===== src/rtl/game_flow_ctrl.sv =====
// Game sequencer: level regeneration handshake, ball enable/recentre, BCD level/lives/seconds display.
// Define GAME_FLOW_PAUSE_EN to enable the pause button and the PAUSED state.
module game_flow_ctrl #(
  parameter int TICKS_PER_SEC = 60,
  parameter int LIVES         = 3,
  parameter int GRACE_FRAMES  = 30,
  parameter int HIT_FRAMES    = 45
) (
  input  logic        clk,
  input  logic        rst,
  input  logic        i_btn_start,
  input  logic        i_btn_pause,
  input  logic        i_frame_tick,
  input  logic        i_zone_rdy,
  input  logic        i_ball_unsafe,
  input  logic        i_goal_reached,
  output logic        o_regenerate,
  output logic        o_ball_reset,
  output logic        o_ball_en,
  output logic [2:0]  o_state,
  output logic [31:0] o_disp_data
);

  localparam int FRAME_W = (TICKS_PER_SEC > 1) ? $clog2(TICKS_PER_SEC) : 1;
  localparam int GRACE_W = (GRACE_FRAMES > 0) ? $clog2(GRACE_FRAMES + 1) : 1;
  localparam int HIT_W   = (HIT_FRAMES > 0) ? $clog2(HIT_FRAMES + 1) : 1;
  localparam logic [FRAME_W-1:0] FRAME_LAST = FRAME_W'(TICKS_PER_SEC - 1);
  localparam logic [GRACE_W-1:0] GRACE_LOAD = GRACE_W'(GRACE_FRAMES);
  localparam logic [HIT_W-1:0]   HIT_LOAD   = HIT_W'(HIT_FRAMES);
  localparam logic [3:0]         LIVES_INIT = 4'(LIVES);

  typedef enum logic [2:0] {
    ST_IDLE     = 3'd0,
    ST_GEN      = 3'd1,
    ST_WAIT_RDY = 3'd2,
    ST_PLAY     = 3'd3,
    ST_HIT      = 3'd4,
    ST_OVER     = 3'd5,
    ST_PAUSED   = 3'd6
  } state_t;

  state_t               state_q, state_d;
  logic                 start_q;
  logic                 arm_q, arm_d;
  logic [7:0]           level_q, level_d;
  logic [3:0]           lives_q, lives_d;
  logic [15:0]          sec_q, sec_d;
  logic [FRAME_W-1:0]   frame_q, frame_d;
  logic [GRACE_W-1:0]   grace_q, grace_d;
  logic [HIT_W-1:0]     hit_q, hit_d;
  logic                 regen_q, regen_d;
  logic                 ball_reset_q, ball_reset_d;
  logic                 ball_en_q, ball_en_d;
  logic [31:0]          disp_q, disp_d;
  logic                 start_edge;
  logic                 pause_edge;

  function automatic logic [7:0] bcd2_inc_sat(input logic [7:0] v);
    logic [7:0] r;
    if (v == 8'h99)          r = v;
    else if (v[3:0] == 4'd9) r = {v[7:4] + 4'd1, 4'd0};
    else                     r = {v[7:4], v[3:0] + 4'd1};
    return r;
  endfunction

  function automatic logic [15:0] bcd4_inc_sat(input logic [15:0] v);
    logic [15:0] r;
    logic        carry;
    r     = v;
    carry = 1'b1;
    if (v != 16'h9999) begin
      for (int i = 0; i < 4; i++) begin
        if (carry) begin
          if (v[4*i +: 4] == 4'd9) begin
            r[4*i +: 4] = 4'd0;
          end else begin
            r[4*i +: 4] = v[4*i +: 4] + 4'd1;
            carry       = 1'b0;
          end
        end
      end
    end
    return r;
  endfunction

  assign start_edge = i_btn_start & ~start_q;

`ifdef GAME_FLOW_PAUSE_EN
  logic pause_q;
  assign pause_edge = i_btn_pause & ~pause_q;
`else
  logic unused_pause;
  assign unused_pause = i_btn_pause;
  assign pause_edge   = 1'b0;
`endif

  always_comb begin
    state_d = state_q;
    arm_d   = 1'b1;
    level_d = level_q;
    lives_d = lives_q;
    sec_d   = sec_q;
    frame_d = frame_q;
    grace_d = grace_q;
    hit_d   = hit_q;

    case (state_q)
      ST_IDLE: begin
        if (start_edge) state_d = ST_GEN;
      end
      ST_GEN: begin
        state_d = ST_WAIT_RDY;
        arm_d   = 1'b0;
      end
      // rdy is disregarded in GEN and the first WAIT_RDY cycle while the generator drops it
      ST_WAIT_RDY: begin
        if (arm_q && i_zone_rdy) begin
          state_d = ST_PLAY;
          grace_d = GRACE_LOAD;
        end
      end
      ST_PLAY: begin
        if (pause_edge) begin
          state_d = ST_PAUSED;
        end else if (i_frame_tick) begin
          if (frame_q == FRAME_LAST) begin
            frame_d = '0;
            sec_d   = bcd4_inc_sat(sec_q);
          end else begin
            frame_d = frame_q + FRAME_W'(1);
          end
          if (grace_q != '0) begin
            grace_d = grace_q - GRACE_W'(1);
          end else if (i_goal_reached) begin
            level_d = bcd2_inc_sat(level_q);
            state_d = ST_GEN;
          end else if (i_ball_unsafe) begin
            lives_d = lives_q - 4'd1;
            if (lives_q == 4'd1) begin
              state_d = ST_OVER;
            end else begin
              state_d = ST_HIT;
              hit_d   = HIT_LOAD;
            end
          end
        end
      end
      ST_HIT: begin
        if (i_frame_tick) begin
          if (hit_q <= HIT_W'(1)) begin
            hit_d   = '0;
            state_d = ST_PLAY;
            grace_d = GRACE_LOAD;
          end else begin
            hit_d = hit_q - HIT_W'(1);
          end
        end
      end
      ST_OVER: begin
        if (start_edge) begin
          level_d = 8'h01;
          lives_d = LIVES_INIT;
          sec_d   = '0;
          frame_d = '0;
          state_d = ST_GEN;
        end
      end
`ifdef GAME_FLOW_PAUSE_EN
      ST_PAUSED: begin
        if (pause_edge) state_d = ST_PLAY;
      end
`endif
      default: state_d = ST_IDLE;
    endcase

    regen_d      = (state_d == ST_GEN);
    ball_en_d    = (state_d == ST_PLAY);
    ball_reset_d = !((state_d == ST_PLAY) || (state_d == ST_PAUSED));
    disp_d       = {level_q, 4'h0, lives_q, sec_q};
  end

  always_ff @(posedge clk) begin
    if (rst) begin
      state_q      <= ST_IDLE;
      start_q      <= 1'b1;
      arm_q        <= 1'b0;
      level_q      <= 8'h01;
      lives_q      <= LIVES_INIT;
      sec_q        <= '0;
      frame_q      <= '0;
      grace_q      <= '0;
      hit_q        <= '0;
      regen_q      <= 1'b0;
      ball_reset_q <= 1'b1;
      ball_en_q    <= 1'b0;
      disp_q       <= {8'h01, 4'h0, LIVES_INIT, 16'h0000};
`ifdef GAME_FLOW_PAUSE_EN
      pause_q      <= 1'b1;
`endif
    end else begin
      state_q      <= state_d;
      start_q      <= i_btn_start;
      arm_q        <= arm_d;
      level_q      <= level_d;
      lives_q      <= lives_d;
      sec_q        <= sec_d;
      frame_q      <= frame_d;
      grace_q      <= grace_d;
      hit_q        <= hit_d;
      regen_q      <= regen_d;
      ball_reset_q <= ball_reset_d;
      ball_en_q    <= ball_en_d;
      disp_q       <= disp_d;
`ifdef GAME_FLOW_PAUSE_EN
      pause_q      <= i_btn_pause;
`endif
    end
  end

  assign o_regenerate = regen_q;
  assign o_ball_reset = ball_reset_q;
  assign o_ball_en    = ball_en_q;
  assign o_state      = state_q;
  assign o_disp_data  = disp_q;

endmodule

===== config.mk =====
export PLATFORM = sky130hd
export DESIGN_NAME = game_flow_ctrl
export DESIGN_NICKNAME = d
export VERILOG_FILES = /design/src/rtl/game_flow_ctrl.sv
export SDC_FILE = /design/constraint.sdc
export NUM_CORES = 1
export LEC_CHECK = 0
export CAP_MARGIN = 20
export CORE_UTILIZATION = 45
export CTS_BUF_LIST = sky130_fd_sc_hd__clkbuf_4 sky130_fd_sc_hd__clkbuf_8
export CTS_CLUSTER_SIZE = 10
export DETAILED_ROUTE_END_ITERATION = 10
export PLACE_DENSITY_LB_ADDON = 0.08
export SETUP_SLACK_MARGIN = 0.15
export SKIP_CTS_REPAIR_TIMING = 1
export SYNTH_ARGS = -nofsm -noshare
export SYNTH_HDL_FRONTEND = slang
export SYNTH_SLANG_ARGS = --single-unit

===== constraint.sdc =====
create_clock -name clk -period 2.9 [get_ports clk]
set_clock_uncertainty 0.2 [all_clocks]
set_input_delay 0.58 -clock clk [delete_from_list [all_inputs] [get_ports clk]]
set_output_delay 0.58 -clock clk [all_outputs]
set_load 0.005 [all_outputs]

==> results.sh <==
export IMPL_finalSetupTns_ns=0
export IMPL_synth_seq_area_share_pct=43.6
export IMPL_min_period_ns=2.50
export IMPL_switchingPower_mw=0.469
export IMPL_clock_latency_ns=0.35
export IMPL_synth_edf_count=0
export IMPL_antenna_found_initial=0
export IMPL_synth_area_leaders="dfxtp_1, ha_1, nor2_1"
export IMPL_p_int_mw=1.51
export IMPL_wl_um=7650
export IMPL_yosysUniqueCellTypes=56
export IMPL_dieArea_um2=8640
export IMPL_path_clk_slew_ns=0.08
export IMPL_cts_root_buf="clkbuf_8"
export IMPL_worst_ep_arrival_time_ns=2.59
export IMPL_n_fill_cell=742
export IMPL_ys_ff_latch=81
export IMPL_io_pins=46
export IMPL_combPwrFrac_pct=3.5
export IMPL_cts_tree="built"
export IMPL_post_route_util_pct=56.6
export IMPL_antenna_left=0
export IMPL_h_tree_depth=3
export IMPL_wl_per_cell_um=13.3
export IMPL_rsz0062_at_grt="no"
export IMPL_start_kind="primary input"
export IMPL_fp_dieW_um=93.0
export IMPL_numPortBuffers=40
export IMPL_cts_buffers=9
export IMPL_outcome="complete, no violations"
export IMPL_power_mw=1.98
export IMPL_place_inst=558
export IMPL_synth_top_cell_area_share_pct=43.6
export IMPL_irDropWorstVdd_mv=0.283
export IMPL_synth_flop_cell="dfxtp_1"
export IMPL_worst_ep_required_time_ns=2.99
export IMPL_start_util_pct=47.4
export IMPL_path_class="in -> reg"
export IMPL_use_met3_pct=4.19
export IMPL_slew_violations=0
export IMPL_drtPass1Iterations=4
export IMPL_stdcell_count=574
export IMPL_crit_path_end_kind="register"
export IMPL_antenna_cells=0
export IMPL_dr_first_iter_drc_count=75
export IMPL_rows=32
export IMPL_core_area_um2=7850
export IMPL_hold_viol=0
export IMPL_cts_max_path_buffers=2
export IMPL_avgSynthCellArea_um2=8.82
export IMPL_path_max_fanout=6
export IMPL_gp_congestion=0.810
export IMPL_grt_pass1_vias=2784
export IMPL_clock_sinks=81
export IMPL_relSlewSlack_pct=66.6
export IMPL_use_met1_pct=24.3
export IMPL_yosysWarnings=0
export IMPL_met2_usage_pct=29.9
export IMPL_maxCapViolCount=0
export IMPL_num_vias=3059
export IMPL_grt_max_degree=48
export IMPL_async_reset_ff_share_pct=0
export IMPL_hp_class="reg -> reg"
export IMPL_yosys_area_top_type="dfxtp_1"
export IMPL_drc=0
export IMPL_clock_fmax_mhz=399
export IMPL_setup_ws_ns=0.396
export IMPL_place_worst_setup_slack_ns=0.0419
export IMPL_grt_overflow=0
export IMPL_power_frac_seq_pct=56.9
export IMPL_multi_input_area_um2=1940
export IMPL_drive_gt1_share_pct=9.11
export IMPL_vias_per_cell=5.33
export IMPL_busiest_layer="met2"
export IMPL_synthesis_instances=422
export IMPL_seq_area_um2=1620
export IMPL_final_nets=494
export IMPL_p_sw_share_pct=23.8
export IMPL_synthesis_area_um2=3720
export IMPL_p_clk_share_pct=39.6
export IMPL_fin_crit_sh_pct=86.3
export IMPL_place_detailed_hpwl_um=5440
export IMPL_area_delta_synth_final_pct=19.4
export IMPL_die_h_um=93.0
export IMPL_power_density_nw_per_um2=445
export IMPL_grt_pass1_wl_um=12700
export IMPL_grt_usage_pct=18.7
export IMPL_worst_pin_slew_ns=0.500
export IMPL_p_leak_nw=1.66
export IMPL_final_setup_viol_count=0
[cells in the final DEF, fill, tap and decap left out, types with 6 or more instances in the layout]
cell type | netlist | final
or4_1 | 8 | 8
xor2_1 | 6 | 6
mux2i_1 | 6 | 6
nand3_1 | 11 | 11
nor4_1 | 6 | 6
a21oi_1 | 23 | 23
clkbuf_8 | 0 | 11
nand3b_1 | 10 | 10
dfxtp_1 | 81 | 81
and3b_1 | 7 | 7
o21ai_0 | 23 | 23
nor2b_1 | 18 | 18
nor3_1 | 10 | 10
nand2_1 | 25 | 25
nor2_1 | 51 | 51
ha_1 | 19 | 19
clkdlybuf4s50_1 | 0 | 39
or3_1 | 7 | 7
inv_1 | 16 | 16
buf_4 | 5 | 14
[layer usage]
metal | vias to the layer above | part of all wire (%)
li1 | 1569 | -
met1 | 1432 | 50
met2 | 49 | 45
met3 | 9 | 3.2
met4 | 0 | 1.4
met5 | - | 0
[stage by stage]
| step | hold WS, ns | instance area, µm² |
|---|---|---|
| after CTS | 0.274 | 4440 |
| final | 0.268 | 4440 |
| after global routing | 0.304 | 4440 |
| after global placement | 0.255 | 4250 |
| after floorplan | 0.241 | 3730 |
| after detailed placement | 0.263 | 4250 |
[final timing paths]
check                                 start          to  slack, ns  cells past startpoint
worst min register to register     hit_q[1]    hit_q[1]       0.27                      2
worst max register to register   o_state[1]    hit_q[4]       0.44                      5
worst min-delay path               hit_q[1]    hit_q[1]       0.27                      2
worst max-delay path            i_btn_start  level_q[7]       0.40                      6
[Yosys cell counts, types with 8 or more instances]
library cell	number
a21oi_1	23
clkbuf_1	13
dfxtp_1	81
ha_1	19
inv_1	16
nand2_1	25
nand3_1	11
nand3b_1	10
nor2_1	51
nor2b_1	18
nor3_1	10
o21ai_0	23
or4_1	8
[kinds of logic after synthesis]
| logic type | synth area share, % |
|---|---|
| buffers and inverters | 4.54 |
| XOR/XNOR | 2.35 |
| multiplexers | 1.92 |
| other | 0.101 |
| AO/OA/AOI/OAI | 14.1 |
| AND/OR/NAND/NOR | 27.1 |
| flip-flops | 43.6 |
| adder cells (fa/ha/maj) | 6.39 |
[state kept, by name, summed over array words and instances, names as in the netlist]
| name | cells |
|---|---|
| grace_q | 5 |
| sec_q | 16 |
| o_ball_reset | 1 |
| o_regenerate | 1 |
| o_state | 3 |
| o_ball_en | 1 |
| arm_q | 1 |
| lives_q | 4 |
| hit_q | 6 |
| start_q | 1 |
| o_disp_data | 28 |
| level_q | 8 |
| frame_q | 6 |
[critical path: stages]
cell and delay (ns):
clkdlybuf4s50_1 0.52, and4bb_2 0.25, o21ai_1 0.08, or3_1 0.49
or4_1 0.53, a21oi_1 0.15
[power by group through the flow]
stage / clock (mW) / combinational (mW) / sequential, mW
2_1_floorplan: 0 / 0.0465 / 1.15
3_3_place_gp: 0 / 0.0688 / 1.15
3_5_place_dp: 0 / 0.0693 / 1.15
4_1_cts: 0.809 / 0.0697 / 1.12
5_1_grt: 0.860 / 0.0761 / 1.12
6_report: 0.783 / 0.0691 / 1.12
[area by class of cell]
type	instances	area share, %
multi-input cells	305	43.7
flip-flops and latches	81	36.5
repair buffers	54	11.3
clock buffers	11	3.41
well taps	102	2.87
inverters	16	1.35
clock inverters	5	0.873
Note: power is estimated with default switching activity, not from simulation.
